$ cat src/rtl/rmf_frame_ctrl.sv
`default_nettype none
// ============================================================================
// Module   : rmf_frame_ctrl
// Brief    : Frame sequencer for the 5x5 recursive median core. Generates the
//            tick (core_ce/win_shift), flush pads, feedback init and the
//            bordered output stream. Optional macro RMF_SOF_ERR_EN adds
//            stray-sof frame abort and the sticky err_sof output.
// Revision : 1.0 - initial release
// ============================================================================
module rmf_frame_ctrl #(
   parameter int IMG_W    = 640,
   parameter int IMG_H    = 480,
   parameter int CORE_LAT = 3
) (
   input  logic       clk,
   input  logic       rst_n,
   input  logic       s_valid,
   input  logic       s_sof,
   output logic       s_ready,
   output logic       win_shift,
   output logic       win_pad,
   output logic       core_ce,
   output logic       fb_init,
   input  logic [7:0] win_center,
   input  logic [7:0] core_mid,
   output logic       m_valid,
   output logic [7:0] m_data,
   output logic       m_eol,
   output logic       m_eof,
`ifdef RMF_SOF_ERR_EN
   output logic       err_sof,
`endif
   output logic       frame_done
);

   localparam int LEAD = 2 * IMG_W + 2;
   localparam int TOT  = LEAD + CORE_LAT;
   localparam int NPIX = IMG_W * IMG_H;
   localparam int PW   = $clog2(TOT + 1);
   localparam int FW   = $clog2(TOT);
   localparam int IW   = $clog2(NPIX);
   localparam int CW   = $clog2(IMG_W);
   localparam int RW   = $clog2(IMG_H);

   localparam logic [PW-1:0] PRE_LEAD = PW'(LEAD);
   localparam logic [PW-1:0] PRE_TOT  = PW'(TOT);
   localparam logic [FW-1:0] FL_LAST  = FW'(TOT - 1);
   localparam logic [IW-1:0] IN_LAST  = IW'(NPIX - 1);
   localparam logic [CW-1:0] COL_LAST = CW'(IMG_W - 1);
   localparam logic [CW-1:0] COL_HI   = CW'(IMG_W - 3);
   localparam logic [CW-1:0] COL_TWO  = CW'(2);
   localparam logic [RW-1:0] ROW_LAST = RW'(IMG_H - 1);
   localparam logic [RW-1:0] ROW_HI   = RW'(IMG_H - 3);
   localparam logic [RW-1:0] ROW_TWO  = RW'(2);

   typedef enum logic [1:0] {
      ST_IDLE  = 2'd0,
      ST_RUN   = 2'd1,
      ST_FLUSH = 2'd2
   } state_t;

   state_t        state_q;
   logic          rdy_q;
   logic [IW-1:0] in_cnt_q;
   logic [PW-1:0] pre_cnt_q;
   logic [FW-1:0] fl_cnt_q;
   logic [CW-1:0] c_col_q, c_col_d, o_col_q, o_col_d;
   logic [RW-1:0] c_row_q, c_row_d, o_row_q, o_row_d;
   logic [7:0]    dly_q [CORE_LAT];
   logic          m_valid_q, m_eol_q, m_eof_q, frame_done_q;
   logic [7:0]    m_data_q;

   logic accept, sof_abort, frame_start, tick, c_en, o_en, border;

   assign s_ready = rdy_q & (state_q != ST_FLUSH);
   assign accept  = s_valid & s_ready;

`ifdef RMF_SOF_ERR_EN
   logic err_q;
   assign sof_abort = s_valid & s_sof & ((state_q == ST_RUN) | (state_q == ST_FLUSH));
   assign err_sof   = err_q;
`else
   assign sof_abort = 1'b0;
`endif

   // A restart tick is pixel 0 of the new frame, so it never advances the centre/output counters.
   assign frame_start = (accept & s_sof & (state_q == ST_IDLE)) | sof_abort;
   assign tick        = frame_start | (accept & (state_q == ST_RUN)) | (state_q == ST_FLUSH);
   assign c_en        = tick & ~frame_start & (pre_cnt_q >= PRE_LEAD);
   assign o_en        = tick & ~frame_start & (pre_cnt_q == PRE_TOT);

   assign win_shift = tick;
   assign core_ce   = tick;
   assign win_pad   = (state_q == ST_FLUSH) & ~sof_abort;
   assign fb_init   = c_en & (c_col_q == COL_TWO) & (c_row_q >= ROW_TWO) & (c_row_q <= ROW_HI);

   assign border = (o_row_q < ROW_TWO) | (o_row_q > ROW_HI) |
                   (o_col_q < COL_TWO) | (o_col_q > COL_HI);

   always_comb begin
      c_col_d = c_col_q + CW'(1);
      c_row_d = c_row_q;
      if (c_col_q == COL_LAST) begin
         c_col_d = '0;
         c_row_d = (c_row_q == ROW_LAST) ? '0 : c_row_q + RW'(1);
      end
      o_col_d = o_col_q + CW'(1);
      o_row_d = o_row_q;
      if (o_col_q == COL_LAST) begin
         o_col_d = '0;
         o_row_d = (o_row_q == ROW_LAST) ? '0 : o_row_q + RW'(1);
      end
   end

   always_ff @(posedge clk or negedge rst_n) begin
      if (!rst_n) begin
         for (int i = 0; i < CORE_LAT; i++) dly_q[i] <= '0;
      end else if (tick) begin
         dly_q[0] <= win_center;
         for (int i = 1; i < CORE_LAT; i++) dly_q[i] <= dly_q[i-1];
      end
   end

   always_ff @(posedge clk or negedge rst_n) begin
      if (!rst_n) begin
         state_q      <= ST_IDLE;
         rdy_q        <= 1'b0;
         in_cnt_q     <= '0;
         pre_cnt_q    <= '0;
         fl_cnt_q     <= '0;
         c_col_q      <= '0;
         c_row_q      <= '0;
         o_col_q      <= '0;
         o_row_q      <= '0;
         m_valid_q    <= 1'b0;
         m_data_q     <= '0;
         m_eol_q      <= 1'b0;
         m_eof_q      <= 1'b0;
         frame_done_q <= 1'b0;
`ifdef RMF_SOF_ERR_EN
         err_q        <= 1'b0;
`endif
      end else begin
         rdy_q        <= 1'b1;
         frame_done_q <= 1'b0;
         m_valid_q    <= o_en;
         m_eol_q      <= o_en & (o_col_q == COL_LAST);
         m_eof_q      <= o_en & (o_col_q == COL_LAST) & (o_row_q == ROW_LAST);
         if (o_en) begin
            m_data_q <= border ? dly_q[CORE_LAT-1] : core_mid;
            o_col_q  <= o_col_d;
            o_row_q  <= o_row_d;
         end
         if (c_en) begin
            c_col_q <= c_col_d;
            c_row_q <= c_row_d;
         end
         if (tick && (pre_cnt_q != PRE_TOT)) pre_cnt_q <= pre_cnt_q + PW'(1);
`ifdef RMF_SOF_ERR_EN
         if (sof_abort) err_q <= 1'b1;
`endif
         if (frame_start) begin
            state_q   <= ST_RUN;
            in_cnt_q  <= IW'(1);
            pre_cnt_q <= PW'(1);
            fl_cnt_q  <= '0;
            c_col_q   <= '0;
            c_row_q   <= '0;
            o_col_q   <= '0;
            o_row_q   <= '0;
         end else begin
            case (state_q)
               ST_RUN: begin
                  if (accept) begin
                     in_cnt_q <= in_cnt_q + IW'(1);
                     if (in_cnt_q == IN_LAST) begin
                        state_q  <= ST_FLUSH;
                        fl_cnt_q <= '0;
                     end
                  end
               end
               ST_FLUSH: begin
                  if (fl_cnt_q == FL_LAST) begin
                     state_q      <= ST_IDLE;
                     frame_done_q <= 1'b1;
                     in_cnt_q     <= '0;
                     pre_cnt_q    <= '0;
                     fl_cnt_q     <= '0;
                     c_col_q      <= '0;
                     c_row_q      <= '0;
                     o_col_q      <= '0;
                     o_row_q      <= '0;
                  end else begin
                     fl_cnt_q <= fl_cnt_q + FW'(1);
                  end
               end
               default: ;
            endcase
         end
      end
   end

   assign m_valid    = m_valid_q;
   assign m_data     = m_data_q;
   assign m_eol      = m_eol_q;
   assign m_eof      = m_eof_q;
   assign frame_done = frame_done_q;

endmodule
`default_nettype wire

$ cat config.mk
export PLATFORM = sky130hd
export DESIGN_NAME = rmf_frame_ctrl
export DESIGN_NICKNAME = d
export VERILOG_FILES = /design/src/rtl/rmf_frame_ctrl.sv
export SDC_FILE = /design/constraint.sdc
export NUM_CORES = 1
export LEC_CHECK = 0
export BUFFER_PORTS_ARGS = -buffer_cell sky130_fd_sc_hd__buf_2
export CAP_MARGIN = 25
export CORE_MARGIN = 5
export CORE_UTILIZATION = 35
export CTS_CLUSTER_DIAMETER = 60
export CTS_CLUSTER_SIZE = 16
export DETAILED_ROUTE_END_ITERATION = 10
export PLACE_DENSITY = 0.6
export SLEW_MARGIN = 20
export SYNTH_ARGS = -nofsm -noshare
export SYNTH_HDL_FRONTEND = slang
export SYNTH_SLANG_ARGS = --single-unit
$ cat constraint.sdc
create_clock -name clk -period 3.1 [get_ports clk]
set_clock_uncertainty 0.2 [all_clocks]
set_input_delay 0.31 -clock clk [delete_from_list [all_inputs] [get_ports clk]]
set_output_delay 0.31 -clock clk [all_outputs]
set_load 0.03 [all_outputs]
==> results of run 1 <==
metrics by stage:
stage / total power (uW) / hold slack [ns] / utilization, %
global route: 3765 / 0.01084 / 41.23
detailed placement: 1663 / 0.1644 / 37.34
CTS: 3694 / 0.003869 / 41.19
floorplan: 1607 / -0.1856 / -
finish: 3642 / 0.01737 / 41.23
global placement: 1661 / 0.1588 / 37.34
synth_stat cells, drive strengths merged (13+ instances only):
cell    instances
a21oi          38
a31oi          16
nand3          32
nor4           13
clkbuf         14
and3           16
buf            26
xor2           22
nor2           69
ha             16
nand2         101
o21ai          37
inv            19
dfrtp         118
nand4          34
xnor2          13
or3            15
power breakdown:
part / switching (uW) / total, uW / internal, uW
sequential: 9.37 / 1570 / 1560
clock: 721 / 2000 / 1280
combinational: 46.7 / 74.3 / 27.6
total: 777 / 3640 / 2870
cells by family (layout without fill, tap and decap cells):
family / count (synthesis) / after routing
adders and majority gates: 16 / 16
other: 1 / 1
xor gates and xnor gates: 35 / 35
muxes: 2 / 2
DFF: 118 / 118
and+or+nand+nor: 344 / 344
AOI/OAI and AO/OA: 120 / 120
buffers and inverters: 59 / 107
cells in the final DEF (no fill, tap or decap), drive strengths merged, types with 2 or more instances in the layout:
| master | count |
|---|---|
| a211oi | 2 |
| a21oi | 38 |
| a31oi | 16 |
| and2 | 8 |
| and3 | 16 |
| and4 | 10 |
| and4b | 2 |
| buf | 48 |
| bufinv | 3 |
| clkbuf | 19 |
| clkinv | 5 |
| clkinvlp | 3 |
| dfrtp | 118 |
| dlygate4sd3 | 9 |
| ha | 16 |
| inv | 20 |
| mux2i | 2 |
| nand2 | 101 |
| nand2b | 10 |
| nand3 | 32 |
| nand4 | 34 |
| nand4bb | 2 |
| nor2 | 69 |
| nor2b | 4 |
| nor3 | 10 |
| nor4 | 13 |
| nor4b | 5 |
| o21a | 2 |
| o21ai | 37 |
| o221a | 2 |
| o22ai | 3 |
| o31a | 3 |
| o31ai | 9 |
| o32a | 2 |
| or2 | 2 |
| or3 | 15 |
| or4 | 7 |
| or4b | 2 |
| xnor2 | 13 |
| xor2 | 22 |
worst min-delay path, stage by stage:
cell     delay [ns]
buf_2          0.08
a31oi_1        0.06
a21oi_1        0.14
final timing paths:
path / cells after the start / start / endpoint
min in group asynchronous: 2 / rst_n / m_valid$_DFF_PN0_
max reg2reg: 7 / fl_cnt_q[0]$_DFFE_PN0P_ / in_cnt_q[16]$_DFFE_PN0P_
min reg2reg: 2 / dly_q[7]$_DFFE_PN0N_ / dly_q[7]$_DFFE_PN0N_
max: 6 / state_q[0]$_DFFE_PN0P_ / fb_init
min: 3 / core_mid[2] / m_data[2]$_DFFE_PN0N_
max in group asynchronous: 3 / rst_n / pre_cnt_q[7]$_DFF_PN0_
flip-flops by register name (all words and copies together) (netlist names), 8 cells and up:
name	cells
pre_cnt_q	11
dly_q	24
c_row_q	9
fl_cnt_q	11
o_row_q	9
c_col_q	10
m_data	8
in_cnt_q	19
o_col_q	10
layer usage:
metal  global-route usage (%)  vias up  routed length (um)
met2                    21.71       81                6548
met3                    3.538       15                 438
li1                         -     2542                   -
met1                    21.64     2400                7213
met4                    4.460        0                 135
met5                        0        -                   0
timing repair:
item | CTS | global route
hold buffers | 9 | 0
gates resized for setup | 0 | 2
setup endpoints to repair | 0 | 1
endpoints found under the hold margin | 49 | 0
cell type report:
| cell class | instances | share of cell area (%) |
|---|---|---|
| clock buffers | 19 | 6.021 |
| clock inverters | 12 | 2.092 |
| inverters | 19 | 0.9696 |
| multi-input cells | 518 | 41.78 |
| flip-flops and latches | 118 | 40.14 |
| well taps | 229 | 3.895 |
| repair buffers | 57 | 5.103 |
==> impl_metrics.tcl, run 1 <==
set metrics [dict create \
    status "finished clean" \
    start_util_pct 35.22 \
    drt-wirelength-per-cell_um 14.75 \
    rsz0062_at_grt "false" \
    synthesis.instances 695 \
    yosysUniqueCellTypes 59 \
    chipWidth_um 144.0 \
    grt.total_usage_pct 14.78 \
    synth_simple_gate_area_share_pct 28.85 \
    synth.area.mux_share_pct 0.3186 \
    routabilityCongestion 0.8159 \
    crit_fanout 12 \
    fin_setup_tns_ns 0 \
    setup_viol 0 \
    antenna_found_initial 0 \
    post_cts_buffers 0 \
    instances_no_fill 972 \
    finalCritPeriodShare_pct 91.39 \
    slew_violations 0 \
    startpoint_type "register" \
    critPathTopFamily "compound AO/OA/AOI/OAI gates" \
    nFillCells 1729 \
    cts_tree "done" \
    worstSetupEndpointType "primary output" \
    vias_per_cell 5.183 \
    area_delta_synth_final_pct 17.06 \
    synth_top_cells_by_area "dfrtp_1 47%, nand2_1 6.0%, nor2_1 4.1%, nand4_1 3.4%, ha_1 3.2%" \
    routed_wl_mm 14.34 \
    p_leak_uw 0.003179 \
    grt_max_degree 55 \
    die-height_um 144.0 \
    yosys.area_share.xor_xnor_pct 4.879 \
    avgSynthCellArea_um2 9.041 \
    dp_hpwl_mm 9.385 \
    post_dp_cell_area_um2 6661 \
    drt_iter0_drc 375 \
    num_io_pins 37 \
    port-buffer-count 36 \
    vias 5038 \
    coreArea_um2 17840 \
    synthesis.area_um2 6284 \
    max_cap_viol_count 0 \
    drc 0 \
    place_ws_ns 0.4920 \
    maxSlewHeadroom_pct 47.91 \
    powerDensity_nw_per_um2 495.2 \
    ff_latch_area_um2 2953 \
    multi_input_area_um2 3073 \
    cp_data_required_time_ns 2.59 \
    crit_path_max_incr_delay_ns 0.42 \
    htreeDepth 4 \
    nNetsFinal 767 \
    synth_nets 731 \
    r2r_slack_ns 0.60 \
    crit_chain "nand2b_2 > inv_2 > o221a_2 > nand2_2 > a2111oi_2 > buf_2" \
    ir_worst_vdd_mv 0.3822 \
    synth_edf_count 0 \
    grt_overflow_total 0 \
    row_count 49 \
    grt_pass1_vias 4887 \
    cp.arrival_ns 2.32 \
    drtAntennaViolNets 0 \
    clk_path_buf_depth 2 \
    critPathBufInv 2 \
    design_area_um2 7356 \
    worst_slew_pin_slew_ns 0.7797 \
    clk_latency_ns 0.41 \
    synthDominantCellAreaShare_pct 46.99 \
    cp_slowest_cell "dfrtp_1" \
    synth_top_family_by_area "simple AND/OR/NAND/NOR gates" \
    synthAdderAreaFrac_pct 3.186 \
    worstHoldPathType "input port to register" \
    yosysSeqAreaShare_pct 46.99 \
    cts_buffers 17 \
    final_hold_viol_count 0 \
    synth-seq-cells 118 \
    yosys.area.top_type "dfrtp_1" \
    setup_ws_ns 0.2670 \
    cts.sinks 118 \
    worstSetupPathType "register to primary output" \
    first_pass_iters 5 \
    synth_compound_area_share_pct 11.47 \
    antenna_cells 0 \
    grt_pass1_wl_mm 24.89 \
    period_minus_slack_ns 2.833 \
    synthArstFlopShare_pct 100.0 \
    yosys_most_used_dff "dfrtp_1" \
    yosysWarnings 0 \
    drive_gt1_share_pct 13.32 \
    die_area_um2 20730 \
    dp.cells 932 \
    max_freq_mhz 353.0 \
    clockRootBuffer "clkbuf_16" \
    clk_pin_slew_ns 0.06 \
]
Note: power is estimated with default switching activity, not from simulation.
==> run 2, diff against run 1 <==
==> constraint.sdc (replaced) <==
create_clock -name clk -period 3.1 [get_ports clk]
set_clock_uncertainty 0.2 [all_clocks]
set_input_delay 0.465 -clock clk [delete_from_list [all_inputs] [get_ports clk]]
set_output_delay 0.465 -clock clk [all_outputs]
set_load 0.03 [all_outputs]
==> run 2 against run 1 <==
Net effect:
- register-to-register slack about the same
- via count increased by 0.50%
- routed wire length decreased by 1.2%
- die area unchanged
- critical path depth unchanged
- sequential power about the same
- first-iteration DRC count decreased by 6.1%
- global-route usage decreased by 0.47 points
- clock power increased by 4%
- sequential share of layout area increased by 0.23 points
- hold slack improved by 0.023 ns
- non-clock buffer count decreased by 7
- critical path type unchanged
- largest power group unchanged
- highest routed layer unchanged
==> impl_metrics.tcl, run 2 (synthesis gave the netlist of run 1 again) <==
set metrics [dict create \
    status "finished clean" \
    switching_power_uw 731.5 \
    cts_tree "done" \
    vias 5063 \
    top_regs "dly_q x24, in_cnt_q x19" \
    antenna_found_initial 0 \
    post_cts_buffers 0 \
    seqPwrFrac_pct 42.2 \
    routed_wl_mm 14.16 \
    dp_hpwl_mm 9.386 \
    critPathBufInv 2 \
    crit_path_max_incr_delay_ns 0.42 \
    drt-wirelength-per-cell_um 14.66 \
    antenna_cells 0 \
    worstSetupEndpointType "primary output" \
    crit_path_start "state_q[0]$_DFFE_PN0P_" \
    final_common_cell "dfrtp_1" \
    nNetsFinal 760 \
    clk_path_buf_depth 2 \
    nFillCells 1743 \
    routabilityCongestion 0.8052 \
    setup_viol 0 \
    die-height_um 144.0 \
    largest_register_ffs 24 \
    area_delta_synth_final_pct 16.39 \
    hold_slack_ns 0.04016 \
    grt_pass1_wl_mm 23.96 \
    hold_start "win_center[7]" \
    grt_max_degree 58 \
    start_util_pct 35.22 \
    max_cap_viol_count 0 \
    period_minus_slack_ns 2.861 \
    p_int_uw 2985 \
    ir_worst_vdd_mv 0.4174 \
    startpoint_type "register" \
    crit_fanout 11 \
    finalCritPeriodShare_pct 92.29 \
    coreArea_um2 17840 \
    final_cell_mix "118 x dfrtp_1, 101 x nand2_1, 69 x nor2_1" \
    cp_data_required_time_ns 2.43 \
    drtAntennaViolNets 0 \
    p_sw_share_pct 19.68 \
    crit_chain "nand2b_2 > inv_2 > o221a_2 > nand2_1 > a2111oi_2 > buf_4" \
    final_hold_viol_count 0 \
    htreeDepth 4 \
    largest_register "dly_q" \
    chipWidth_um 144.0 \
    worst_r2r_startpoint "state_q[0]$_DFFE_PN0P_" \
    maxSlewHeadroom_pct 49.44 \
    powerDensity_nw_per_um2 508.1 \
    cp.arrival_ns 2.20 \
    worstHoldPathType "input port to register" \
    critPathTopFamily "compound AO/OA/AOI/OAI gates" \
    slew_violations 0 \
    clockRootBuffer "clkbuf_16" \
    grt_pass1_vias 4922 \
    die_area_um2 20730 \
    first_pass_iters 5 \
    cts.sinks 118 \
    clk_pin_slew_ns 0.05 \
    drc 0 \
    clock_power_share_pct 56.1 \
    grt_overflow_total 0 \
    worstSetupPathType "register to primary output" \
    worst_slew_pin_slew_ns 0.7585 \
    power_frac_comb_pct 1.8 \
    clk_latency_ns 0.43 \
    port-buffer-count 36 \
    multi_input_area_um2 3070 \
    max_freq_mhz 349.5 \
    grt.total_usage_pct 14.31 \
    cts_buffers 17 \
    row_count 49 \
    drive_gt1_share_pct 13.16 \
    drt_iter0_drc 352 \
    cp_slowest_cell "dfrtp_1" \
    vias_per_cell 5.241 \
    rsz0062_at_grt "false" \
    p_leak_uw 0.003165 \
    num_io_pins 37 \
    ff_latch_area_um2 2953 \
    fin_setup_tns_ns 0 \
]
run 2: path summary, 6_finish.rpt:
kind	depth (start not counted)	slack, ns	endpoint
worst max-delay path	6	0.24	fb_init
worst min-delay path	3	0.04	dly_q[23]$_DFFE_PN0N_
worst max register to register	6	0.59	c_row_q[8]$_DFF_PN0_
worst min register to register	2	0.26	dly_q[21]$_DFFE_PN0N_
max in group asynchronous	3	1.50	state_q[0]$_DFFE_PN0P_
min in group asynchronous	2	0.46	m_eol$_DFF_PN0_
run 2: power groups by stage:
stage	sequential (uW)	combinational, uW	clock, uW
CTS	1570	68.8	2140
floorplan	1590	15.4	0
global placement	1590	67.1	0
detailed placement	1590	67.4	0
finish	1570	65.5	2080
global route	1570	78.2	2200
run 2: cell type report:
cell class / count / share of cell area, %
Multi-Input combinational cell: 518 / 41.98
Sequential cell: 118 / 40.38
Clock buffer: 24 / 6.587
Timing Repair Buffer: 50 / 4.175
Tap cell: 229 / 3.918
Clock inverter: 8 / 1.985
Inverter: 19 / 0.9752
run 2: metal layers:
layer / track usage [%] / up-vias / wire length (um)
met2: 21.29 / 84 / 6518
met1: 19.98 / 2443 / 7029
met5: 0 / - / 0
li1: - / 2521 / -
met4: 5.946 / 0 / 129
met3: 3.505 / 15 / 480
run 2: worst min-delay path: cells and delay by family:
kind | cells | cell delay, ns
buffers and inverters | 1 | 0.07
and+or+nand+nor | 2 | 0.10
run 2: stage by stage:
step	worst slack [ns]	area, um2	power [uW]	utilization, %	std cells
after floorplan	0.1027	6285	1607	-	695
after global placement	0.5591	6669	1660	37.38	933
after detailed placement	0.5618	6669	1661	37.38	933
after CTS	0.09687	7306	3775	40.95	966
after global routing	0.1427	7313	3849	40.99	966
final	0.2389	7313	3716	40.99	966
run 2: what timing repair did:
action | CTS | global route
endpoints found under the hold margin | 55 | 0
gates resized for setup | 0 | 2
hold buffers | 1 | 0
endpoints found under the setup margin | 0 | 1
==> run 3, diff against run 2 <==
==> constraint.sdc (replaced) <==
create_clock -name clk -period 3.2 [get_ports clk]
set_clock_uncertainty 0.2 [all_clocks]
set_input_delay 0.48 -clock clk [delete_from_list [all_inputs] [get_ports clk]]
set_output_delay 0.48 -clock clk [all_outputs]
set_load 0.03 [all_outputs]
==> run 3 against run 2 <==
Net effect:
- clock power decreased by 6%
- setup slack improved by 0.096 ns
- final area decreased by 0.41%
- sequential share of layout area increased by 0.17 points
- global-route usage increased by 0.17 points
- first-iteration DRC count increased by 8.2%
- utilization decreased by 0.17 points
- power decreased by 4.7%
==> impl_metrics.tcl, run 3 (synthesis gave the netlist of run 1 again) <==
set metrics [dict create \
    status "finished clean" \
    port-buffer-count 36 \
    vias 5076 \
    ir_worst_vdd_mv 0.3899 \
    startpoint_type "register" \
    routabilityCongestion 0.8261 \
    crit_fanout 11 \
    cp.arrival_ns 2.19 \
    grt_pass1_vias 4970 \
    dp_hpwl_mm 9.423 \
    grt_pass1_wl_mm 24.27 \
    coreArea_um2 17840 \
    fin_setup_tns_ns 0 \
    clk_latency_ns 0.42 \
    period_minus_slack_ns 2.865 \
    max_freq_mhz 349.0 \
    worstHoldPathType "input port to register" \
    cts_buffers 17 \
    num_io_pins 37 \
    max_cap_viol_count 0 \
    start_util_pct 35.22 \
    row_count 49 \
    slew_violations 0 \
    cts_tree "done" \
    grt.total_usage_pct 14.47 \
    grt_max_degree 45 \
    final_common_cell "dfrtp_1" \
    largest_register "dly_q" \
    nNetsFinal 760 \
    p_leak_uw 0.003146 \
    cts.sinks 118 \
    worstSetupEndpointType "primary output" \
    area_delta_synth_final_pct 15.91 \
    final_hold_viol_count 0 \
    antenna_found_initial 0 \
    rsz0062_at_grt "false" \
    hold_slack_ns 0.05544 \
    routed_wl_mm 14.25 \
    vias_per_cell 5.255 \
    top_regs "dly_q x24, in_cnt_q x19" \
    drive_gt1_share_pct 13.57 \
    die_area_um2 20730 \
    instances_no_fill 966 \
    htreeDepth 4 \
    largest_register_ffs 24 \
    clockRootBuffer "clkbuf_16" \
    chipWidth_um 144.0 \
    first_pass_iters 5 \
    drt_iter0_drc 381 \
    finalCritPeriodShare_pct 89.54 \
    drc 0 \
    antenna_cells 0 \
    powerDensity_nw_per_um2 486.1 \
    die-height_um 144.0 \
    maxSlewHeadroom_pct 50.38 \
    setup_viol 0 \
    dp.cells 933 \
    clk_pin_slew_ns 0.06 \
    drtAntennaViolNets 0 \
    grt_overflow_total 0 \
    worst_slew_pin_slew_ns 0.7427 \
    worstSetupPathType "register to primary output" \
    clk_path_buf_depth 2 \
    cp_data_required_time_ns 2.52 \
    final_cell_mix "118 x dfrtp_1, 101 x nand2_1, 69 x nor2_1" \
    drt-wirelength-per-cell_um 14.75 \
]
## run 3: changes by cell type in the layout (fill, tap and decap cells not counted), sizes merged
cell      change
clkbuf        -4
clkinv        +3
clkinvlp      +2
bufinv        -1
## run 3: path summary, 6_finish.rpt
check,cells after the start,end,slack [ns],start
hold reg to reg,2,dly_q[3]$_DFFE_PN0N_,0.26,dly_q[3]$_DFFE_PN0N_
max in group asynchronous,3,state_q[1]$_DFFE_PN0P_,1.58,rst_n
setup / recovery,6,fb_init,0.33,state_q[0]$_DFFE_PN0P_
hold / removal,3,dly_q[23]$_DFFE_PN0N_,0.06,win_center[7]
setup reg to reg,8,o_row_q[3]$_DFF_PN0_,0.66,pre_cnt_q[1]$_DFF_PN0_
min in group asynchronous,2,m_data[0]$_DFFE_PN0N_,0.32,rst_n
## run 3: report_power, final
part	internal, uW	switching, uW	total, uW
Sequential	1510	8.67	1520
Combinational	20.2	43.1	63.4
Clock	1260	697	1960
Total	2790	749	3540
## run 3: layout make-up
type / count / area (um2)
clock buffers: 20 / 456.7
clock inverters: 12 / 152.6
fillers: 1735 / 10560
inverters: 19 / 71.32
multi-input cells: 518 / 3070
flip-flops and latches: 118 / 2953
well taps: 229 / 286.5
repair buffers: 50 / 292.8
## run 3: worst max-delay path, cell delays in order (launching register included)
cell,delay [ns]
dfrtp_1,0.42
nand2b_2,0.23
inv_2,0.22
o221a_2,0.35
nand2_1,0.12
a2111oi_2,0.21
buf_4,0.22
## run 3: stage by stage
step           setup slack (ns)  power (uW)  cell area (um2)  util [%]
5_1_grt                  0.1403        3661             7283     40.82
6_report                 0.3348        3540             7283     40.82
4_1_cts                  0.2200        3590             7276     40.78
3_5_place_dp             0.6648        1610             6656     37.31
3_3_place_gp             0.6968        1608             6656     37.31
2_1_floorplan            0.1877        1557             6285         -
## run 3: per-layer routing
layer | vias to the layer above | global-route usage (%) | part of all wire [%]
met5 | - | 0 | 0
met4 | 0 | 5.253 | 1.4
met3 | 22 | 3.208 | 3.0
met2 | 90 | 22.61 | 46
met1 | 2442 | 19.82 | 49
li1 | 2522 | - | -
## run 3: timing repair
item	4_1_cts	5_1_grt
resized for setup	0	2
hold buffers	1	0
endpoints found under the setup margin	0	1
hold endpoints to repair	25	0
setup buffers	0	0
